`config.mk`:
```
export PLATFORM = sky130hd
export DESIGN_NAME = iter_multiplier
export DESIGN_NICKNAME = d
export VERILOG_FILES = /design/src/rtl/iter_multiplier.sv
export SDC_FILE = /design/constraint.sdc
export NUM_CORES = 1
export LEC_CHECK = 0
export BUFFER_PORTS_ARGS = -buffer_cell sky130_fd_sc_hd__buf_2
export CAP_MARGIN = 0
export CORE_UTILIZATION = 35
export DETAILED_ROUTE_END_ITERATION = 10
export SLEW_MARGIN = 20
export SYNTH_ARGS = -nofsm -noshare
export SYNTH_HDL_FRONTEND = slang
export SYNTH_SLANG_ARGS = --single-unit
```
`constraint.sdc`:
```
create_clock -name clk -period 17.8 [get_ports clk]
set_input_delay 3.56 -clock clk [delete_from_list [all_inputs] [get_ports clk]]
set_output_delay 3.56 -clock clk [all_outputs]
set_load 0.005 [all_outputs]
```
`src/rtl/iter_multiplier.sv`:
```
// Iterative radix-2^STEP multiplier with optional signed operands, long/short
// result width and accumulate. Early-terminates once the remaining multiplier is zero.
module iter_multiplier #(
    parameter int unsigned WIDTH = 32,
    parameter int unsigned STEP  = 2
) (
    input  logic               clk,
    input  logic               rst,
    input  logic               start,
    input  logic               abort,
    input  logic               is_signed,
    input  logic               long_mode,
    input  logic               accumulate,
    input  logic [WIDTH-1:0]   in0,
    input  logic [WIDTH-1:0]   in1,
    input  logic [2*WIDTH-1:0] acc,
    output logic               busy,
    output logic               done,
    output logic [2*WIDTH-1:0] result,
    output logic               flag_n,
    output logic               flag_z
);

    localparam int unsigned PW = 2 * WIDTH;

    typedef enum logic [1:0] {
        IDLE = 2'd0,
        RUN  = 2'd1,
        FIN  = 2'd2
    } state_t;

    state_t            state_q, state_d;
    logic [WIDTH-1:0]  mplier_q, mplier_d;
    logic [PW-1:0]     mcand_q, mcand_d;
    logic [PW-1:0]     prod_q, prod_d;
    logic [PW-1:0]     acc_q, acc_d;
    logic              neg_q, neg_d;
    logic              long_q, long_d;
    logic              accum_q, accum_d;
    logic              busy_q, busy_d;
    logic              done_q, done_d;
    logic [PW-1:0]     result_q, result_d;
    logic              flag_n_q, flag_n_d;
    logic              flag_z_q, flag_z_d;

    // Operand magnitudes for signed capture; |-2^(WIDTH-1)| wraps to itself as unsigned.
    logic             in0_neg_c, in1_neg_c;
    logic [WIDTH-1:0] mag0_c, mag1_c;
    logic [PW-1:0]    partial_c, signed_p_c, sum_c;

    always_comb begin
        in0_neg_c  = is_signed & in0[WIDTH-1];
        in1_neg_c  = is_signed & in1[WIDTH-1];
        mag0_c     = in0_neg_c ? WIDTH'(-in0) : in0;
        mag1_c     = in1_neg_c ? WIDTH'(-in1) : in1;
        partial_c  = PW'(mcand_q * PW'(mplier_q[STEP-1:0]));
        signed_p_c = neg_q ? PW'(-prod_q) : prod_q;
        sum_c      = PW'(signed_p_c + (accum_q ? acc_q : PW'(0)));
    end

    always_comb begin
        state_d  = state_q;
        mplier_d = mplier_q;
        mcand_d  = mcand_q;
        prod_d   = prod_q;
        acc_d    = acc_q;
        neg_d    = neg_q;
        long_d   = long_q;
        accum_d  = accum_q;
        done_d   = 1'b0;
        result_d = result_q;
        flag_n_d = flag_n_q;
        flag_z_d = flag_z_q;

        unique case (state_q)
            IDLE: begin
                if (start) begin
                    mplier_d = mag0_c;
                    mcand_d  = PW'(mag1_c);
                    prod_d   = '0;
                    acc_d    = acc;
                    neg_d    = in0_neg_c ^ in1_neg_c;
                    long_d   = long_mode;
                    accum_d  = accumulate;
                    state_d  = RUN;
                end
            end
            RUN: begin
                if (abort) begin
                    state_d = IDLE;
                end else if (mplier_q == '0) begin
                    state_d = FIN;
                end else begin
                    prod_d   = PW'(prod_q + partial_c);
                    mplier_d = mplier_q >> STEP;
                    mcand_d  = mcand_q << STEP;
                end
            end
            FIN: begin
                state_d = IDLE;
                if (!abort) begin
                    done_d = 1'b1;
                    if (long_q) begin
                        result_d = sum_c;
                        flag_n_d = sum_c[PW-1];
                        flag_z_d = (sum_c == '0);
                    end else begin
                        result_d = {{WIDTH{1'b0}}, sum_c[WIDTH-1:0]};
                        flag_n_d = sum_c[WIDTH-1];
                        flag_z_d = (sum_c[WIDTH-1:0] == '0);
                    end
                end
            end
            default: state_d = IDLE;
        endcase

        busy_d = (state_d != IDLE);
    end

    always_ff @(posedge clk or posedge rst) begin
        if (rst) begin
            state_q  <= IDLE;
            mplier_q <= '0;
            mcand_q  <= '0;
            prod_q   <= '0;
            acc_q    <= '0;
            neg_q    <= 1'b0;
            long_q   <= 1'b0;
            accum_q  <= 1'b0;
            busy_q   <= 1'b0;
            done_q   <= 1'b0;
            result_q <= '0;
            flag_n_q <= 1'b0;
            flag_z_q <= 1'b0;
        end else begin
            state_q  <= state_d;
            mplier_q <= mplier_d;
            mcand_q  <= mcand_d;
            prod_q   <= prod_d;
            acc_q    <= acc_d;
            neg_q    <= neg_d;
            long_q   <= long_d;
            accum_q  <= accum_d;
            busy_q   <= busy_d;
            done_q   <= done_d;
            result_q <= result_d;
            flag_n_q <= flag_n_d;
            flag_z_q <= flag_z_d;
        end
    end

    assign busy   = busy_q;
    assign done   = done_q;
    assign result = result_q;
    assign flag_n = flag_n_q;
    assign flag_z = flag_z_q;

endmodule

```
==> impl_table.tex <==
\begin{tabular}{lr}
\hline
Metric & Value \\
\hline
\multicolumn{2}{l}{\textbf{Clocking}} \\
\quad Clock tree from TritonCTS & yes \\
\quad Max clock buf depth & 3 \\
\quad CTS HTree Levels & 2 \\
\quad Number of hold-repair buffers added at the cts stage & 0 \\
\quad Number of buffers inserted during clock tree synthesis & 37 \\
\quad CTS root buffer & sky130\_fd\_sc\_hd\_\_clkbuf\_16 \\
\quad Clock slew at the register clock pins of the worst setup and hold paths & 0.06 ns \\
\quad Number of resized instances in the post-cts repair step & 0 \\
\quad Clock insertion delay at the later pin of the skew report & 0.57 ns \\
\quad Setup fix buffers added after clock tree synthesis & 0 \\
\quad Total number of clock tree sinks & 297 \\
\multicolumn{2}{l}{\textbf{Drt}} \\
\quad Count of antenna-violating nets left after detailed routing & 0 \\
\quad Highest routed metal layer & met5 \\
\quad Via count normalized by instance count & 5.26 \\
\quad Metal2 WL & 31.0 mm \\
\quad Aggregate routed wire length & 71.7 mm \\
\quad Number of vias in the routed layout & 22377 \\
\quad Met1 Routed Length & 35.2 mm \\
\quad Average wire per standard cell & 16.8 µm \\
\quad DRT iter0 DRCs & 1646 \\
\quad Routed length on met3 & 3.75 mm \\
\quad Iteration count of the initial detailed-routing pass & 5 \\
\quad \# DRC & 0 \\
\multicolumn{2}{l}{\textbf{STA}} \\
\quad Fin. max-slew vios & 0 \\
\quad Final worst path period share & 0.356 \\
\quad Worst-case setup margin in the final layout & 11.46 ns \\
\quad Largest clock skew in the final design & 0.0261 ns \\
\quad Final number of hold-violating endpoints & 0 \\
\quad Sum Neg Setup Slack & 0 ns \\
\quad Unrepaired setup endpoints after global routing & no \\
\quad Clock period minus worst slack & 6.34 ns \\
\quad Transition time of the tightest slew-check pin & 1.07 ns \\
\quad Slew headroom & 0.284 \\
\quad Maximum operating frequency & 0.158 GHz \\
\quad \# setup viols final & 0 \\
\multicolumn{2}{l}{\textbf{Global route}} \\
\quad Overflow left after global routing & 0 \\
\quad Wire length of the first global-routing pass & 115 mm \\
\quad Antenna violations before repair & 12 \\
\quad Largest net degree at the start of global routing & 112 \\
\quad Vias in the first global route & 20980 \\
\quad Combined global-route utilization of all metal layers & 0.200 \\
\multicolumn{2}{l}{\textbf{Setup path}} \\
\quad Kind of start point of the critical path & flop \\
\quad Critical Path Most Common Cell & sky130\_fd\_sc\_hd\_\_o31ai\_1 \\
\quad Kind of critical path & reg2reg \\
\quad Maximum net fanout on the critical path & 7 \\
\quad Critical path data required time & 18.30 ns \\
\quad Critical path's slowest cell & sky130\_fd\_sc\_hd\_\_a311oi\_1 \\
\quad Delay of the slowest cell on the worst path & 0.68 ns \\
\quad Data arrival time of the critical path & 6.85 ns \\
\quad Kind of end point of the critical path & flop \\
\quad Ordered list of cells on the worst path & or4\_1, nor4\_1, nand4\_1, nor2\_1, nand3\_1, o31ai\_1, xnor2\_1, ha\_1, and4\_1, and2\_1, nand2\_1, a311oi\_1, o31ai\_1, o31ai\_1, xnor2\_1, o2111ai\_1, nor4\_1, nand4\_1, nand2\_1 \\
\multicolumn{2}{l}{\textbf{Yosys}} \\
\quad Adder-Cell Fraction of Synth Area & 0.117 \\
\quad Multiplexer area fraction after synthesis & 0.00207 \\
\quad Dominant combinational cell family by area after synthesis & compound AO/OA/AOI/OAI gates \\
\quad Post-synthesis sequential area ratio & 0.300 \\
\quad Post-Synth Simple-Gate Area & 0.216 \\
\quad Xor/xnor share of the synthesized area & 0.0757 \\
\quad Predominant post-synthesis flop cell & sky130\_fd\_sc\_hd\_\_dfrtp\_1 \\
\quad Number of unique standard cell types used by synthesis & 81 \\
\quad Summed instance area of the synthesized netlist & 24800 µm² \\
\quad Post-Syn Nets & 3518 \\
\quad Synth Area in Compound Gates & 0.227 \\
\quad Average size of a mapped cell & 7.76 µm² \\
\quad YS warnings & 0 \\
\quad Async S/R FF share, synth & 1.00 \\
\quad Post-synthesis register bit count & 297 \\
\quad Synthesized instance count & 3190 \\
\quad Number of synthesized flops with an enable pin & 0 \\
\multicolumn{2}{l}{\textbf{Layout}} \\
\quad Layout cells sized above 1 & 0.0976 \\
\quad Net total in the final layout & 3611 \\
\quad Area overhead of the layout relative to synthesis & 12.0\% \\
\multicolumn{2}{l}{\textbf{Flow run}} \\
\quad Number of violations of the max-capacitance limit & 0 \\
\multicolumn{2}{l}{\textbf{Power}} \\
\quad Total power density per cell area & 166 nW/µm² \\
\quad Leakage & 13.1 nW \\
\quad Largest voltage drop on the vdd net & 0.0000706 V \\
\multicolumn{2}{l}{\textbf{Floorplanning}} \\
\quad Height of the die & 268 µm \\
\quad Full die area & 71800 µm² \\
\quad Standard-cell rows & 97 \\
\quad Die span in x & 268 µm \\
\quad Initial standard-cell utilization of the core & 0.354 \\
\quad Boundary Pins & 203 \\
\quad Core region area & 70000 µm² \\
\multicolumn{2}{l}{\textbf{Place}} \\
\quad Last weighted congestion value of the routability-driven placer & 0.918 \\
\quad Port Buf Inserts & 202 \\
\quad Worst Setup Slack post-DPL & 11.13 ns \\
\quad HPWL after DPL & 55.5 mm \\
\multicolumn{2}{l}{\textbf{Min path}} \\
\quad Type of the worst min-delay path & reg2reg \\
\multicolumn{2}{l}{\textbf{Outcome}} \\
\quad Outcome & finished clean \\
\hline
\end{tabular}
==> worst max-delay path: cells and delay by family (launching register included) <==
kind                     cells  cell delay (ns)
adder cells (fa/ha/maj)      1             0.46
XOR/XNOR                     2             0.32
AO/OA/AOI/OAI                5             1.87
flip-flops                   1             0.43
AND/OR/NAND/NOR             11             3.18
==> cell usage after synthesis (59+ instances only) <==
| library cell | count | area (µm²) |
|---|---|---|
| sky130_fd_sc_hd__nand2_1 | 641 | 2410 |
| sky130_fd_sc_hd__dfrtp_1 | 297 | 7430 |
| sky130_fd_sc_hd__a21oi_1 | 268 | 1340 |
| sky130_fd_sc_hd__inv_1 | 245 | 920 |
| sky130_fd_sc_hd__o21ai_0 | 222 | 1110 |
| sky130_fd_sc_hd__nor2_1 | 167 | 627 |
| sky130_fd_sc_hd__xnor2_1 | 147 | 1290 |
| sky130_fd_sc_hd__clkbuf_1 | 145 | 544 |
| sky130_fd_sc_hd__ha_1 | 129 | 1610 |
| sky130_fd_sc_hd__and2_1 | 77 | 482 |
| sky130_fd_sc_hd__xor2_1 | 67 | 587 |
| sky130_fd_sc_hd__fa_1 | 64 | 1280 |
| sky130_fd_sc_hd__o22ai_1 | 60 | 375 |
| sky130_fd_sc_hd__a21o_1 | 59 | 443 |
==> final cells by class <==
class | count | area (µm²)
antenna | 5 | 12.5
clock inverter | 23 | 223
clock buffer | 43 | 991
multi-input combinational | 2483 | 15800
timing repair buffer | 218 | 1130
fill | 7258 | 42300
inverter | 246 | 931
sequential | 297 | 7440
tap | 940 | 1180
==> logic make-up after synthesis <==
logic type / count (synthesis)
flip-flops: 297
AND/OR/NAND/NOR: 1176
multiplexers: 5
buffers and inverters: 410
AO/OA/AOI/OAI: 895
XOR/XNOR: 214
adder cells (fa/ha/maj): 193
==> power by group <==
group | internal (mW) | switching (mW) | leakage, nW
clock | 0.446 | 0.320 | 0.593
sequential | 0.867 | 0.185 | 3.92
combinational | 0.975 | 1.82 | 8.62
==> path summary, 6_finish.rpt <==
check                               start           to  slack (ns)  cells past startpoint
worst max-delay path            prod_q[0]       flag_z       11.46                     19
worst max register to register  prod_q[0]       flag_z       11.46                     19
worst min-delay path            acc_q[60]    acc_q[60]        0.47                      2
max in group asynchronous             rst  mplier_q[0]       13.32                      3
min in group asynchronous             rst    result[8]        3.07                      2
worst min register to register  acc_q[60]    acc_q[60]        0.47                      2
==> cells in the final DEF (no fill, tap or decap), types with 8 or more instances in the layout <==
cell type	count
sky130_fd_sc_hd__a21boi_0	8
sky130_fd_sc_hd__o31ai_1	45
sky130_fd_sc_hd__nor3_1	44
sky130_fd_sc_hd__o41ai_1	9
sky130_fd_sc_hd__o211ai_1	15
sky130_fd_sc_hd__xnor2_1	147
sky130_fd_sc_hd__a31oi_1	19
sky130_fd_sc_hd__o21a_1	17
sky130_fd_sc_hd__xor2_1	67
sky130_fd_sc_hd__and4_1	8
sky130_fd_sc_hd__or4_1	9
sky130_fd_sc_hd__o21bai_1	27
sky130_fd_sc_hd__a211oi_1	20
sky130_fd_sc_hd__nor4_1	30
sky130_fd_sc_hd__clkbuf_16	39
sky130_fd_sc_hd__nor2b_1	11
sky130_fd_sc_hd__ha_1	129
sky130_fd_sc_hd__inv_1	243
sky130_fd_sc_hd__nand2b_1	12
sky130_fd_sc_hd__o22ai_1	60
sky130_fd_sc_hd__and3_1	11
sky130_fd_sc_hd__nand2_1	638
sky130_fd_sc_hd__and2_1	76
sky130_fd_sc_hd__a21oi_1	268
sky130_fd_sc_hd__clkinv_2	10
sky130_fd_sc_hd__dfrtp_1	294
sky130_fd_sc_hd__buf_4	16
sky130_fd_sc_hd__or3_1	23
sky130_fd_sc_hd__nor2_1	167
sky130_fd_sc_hd__a22o_1	44
sky130_fd_sc_hd__fa_1	64
sky130_fd_sc_hd__buf_2	202
sky130_fd_sc_hd__a21o_1	59
sky130_fd_sc_hd__nand3_1	45
sky130_fd_sc_hd__o21ai_0	222
sky130_fd_sc_hd__nand4_1	57
==> registers in the layout (all words and copies together) (netlist names) <==
signal / count
result: 64
mcand_q: 64
flag_n: 1
prod_q: 64
neg_q: 1
mplier_q: 32
done: 1
accum_q: 1
long_q: 1
acc_q: 64
busy: 1
flag_z: 1
state_q: 2
==> per-stage QoR <==
step | power (mW) | cells | util | area (µm²) | hold WS, ns
floorplan | 3.11 | 3190 | - | 24800 | 0.437
global placement | 3.81 | 4184 | 0.378 | 26500 | 0.452
detailed placement | 3.82 | 4184 | 0.378 | 26500 | 0.456
CTS | 4.62 | 4250 | 0.396 | 27700 | 0.471
global route | 5.03 | 4251 | 0.396 | 27700 | 0.489
finish | 4.61 | 4255 | 0.396 | 27700 | 0.465
==> routing by layer <==
metal / vias to the layer above / GRT usage
met5: - / 0
met4: 14 / 0.0567
met3: 96 / 0.0318
met2: 462 / 0.302
met1: 10536 / 0.292
li1: 11269 / -
Note: power is estimated with default switching activity, not from simulation.
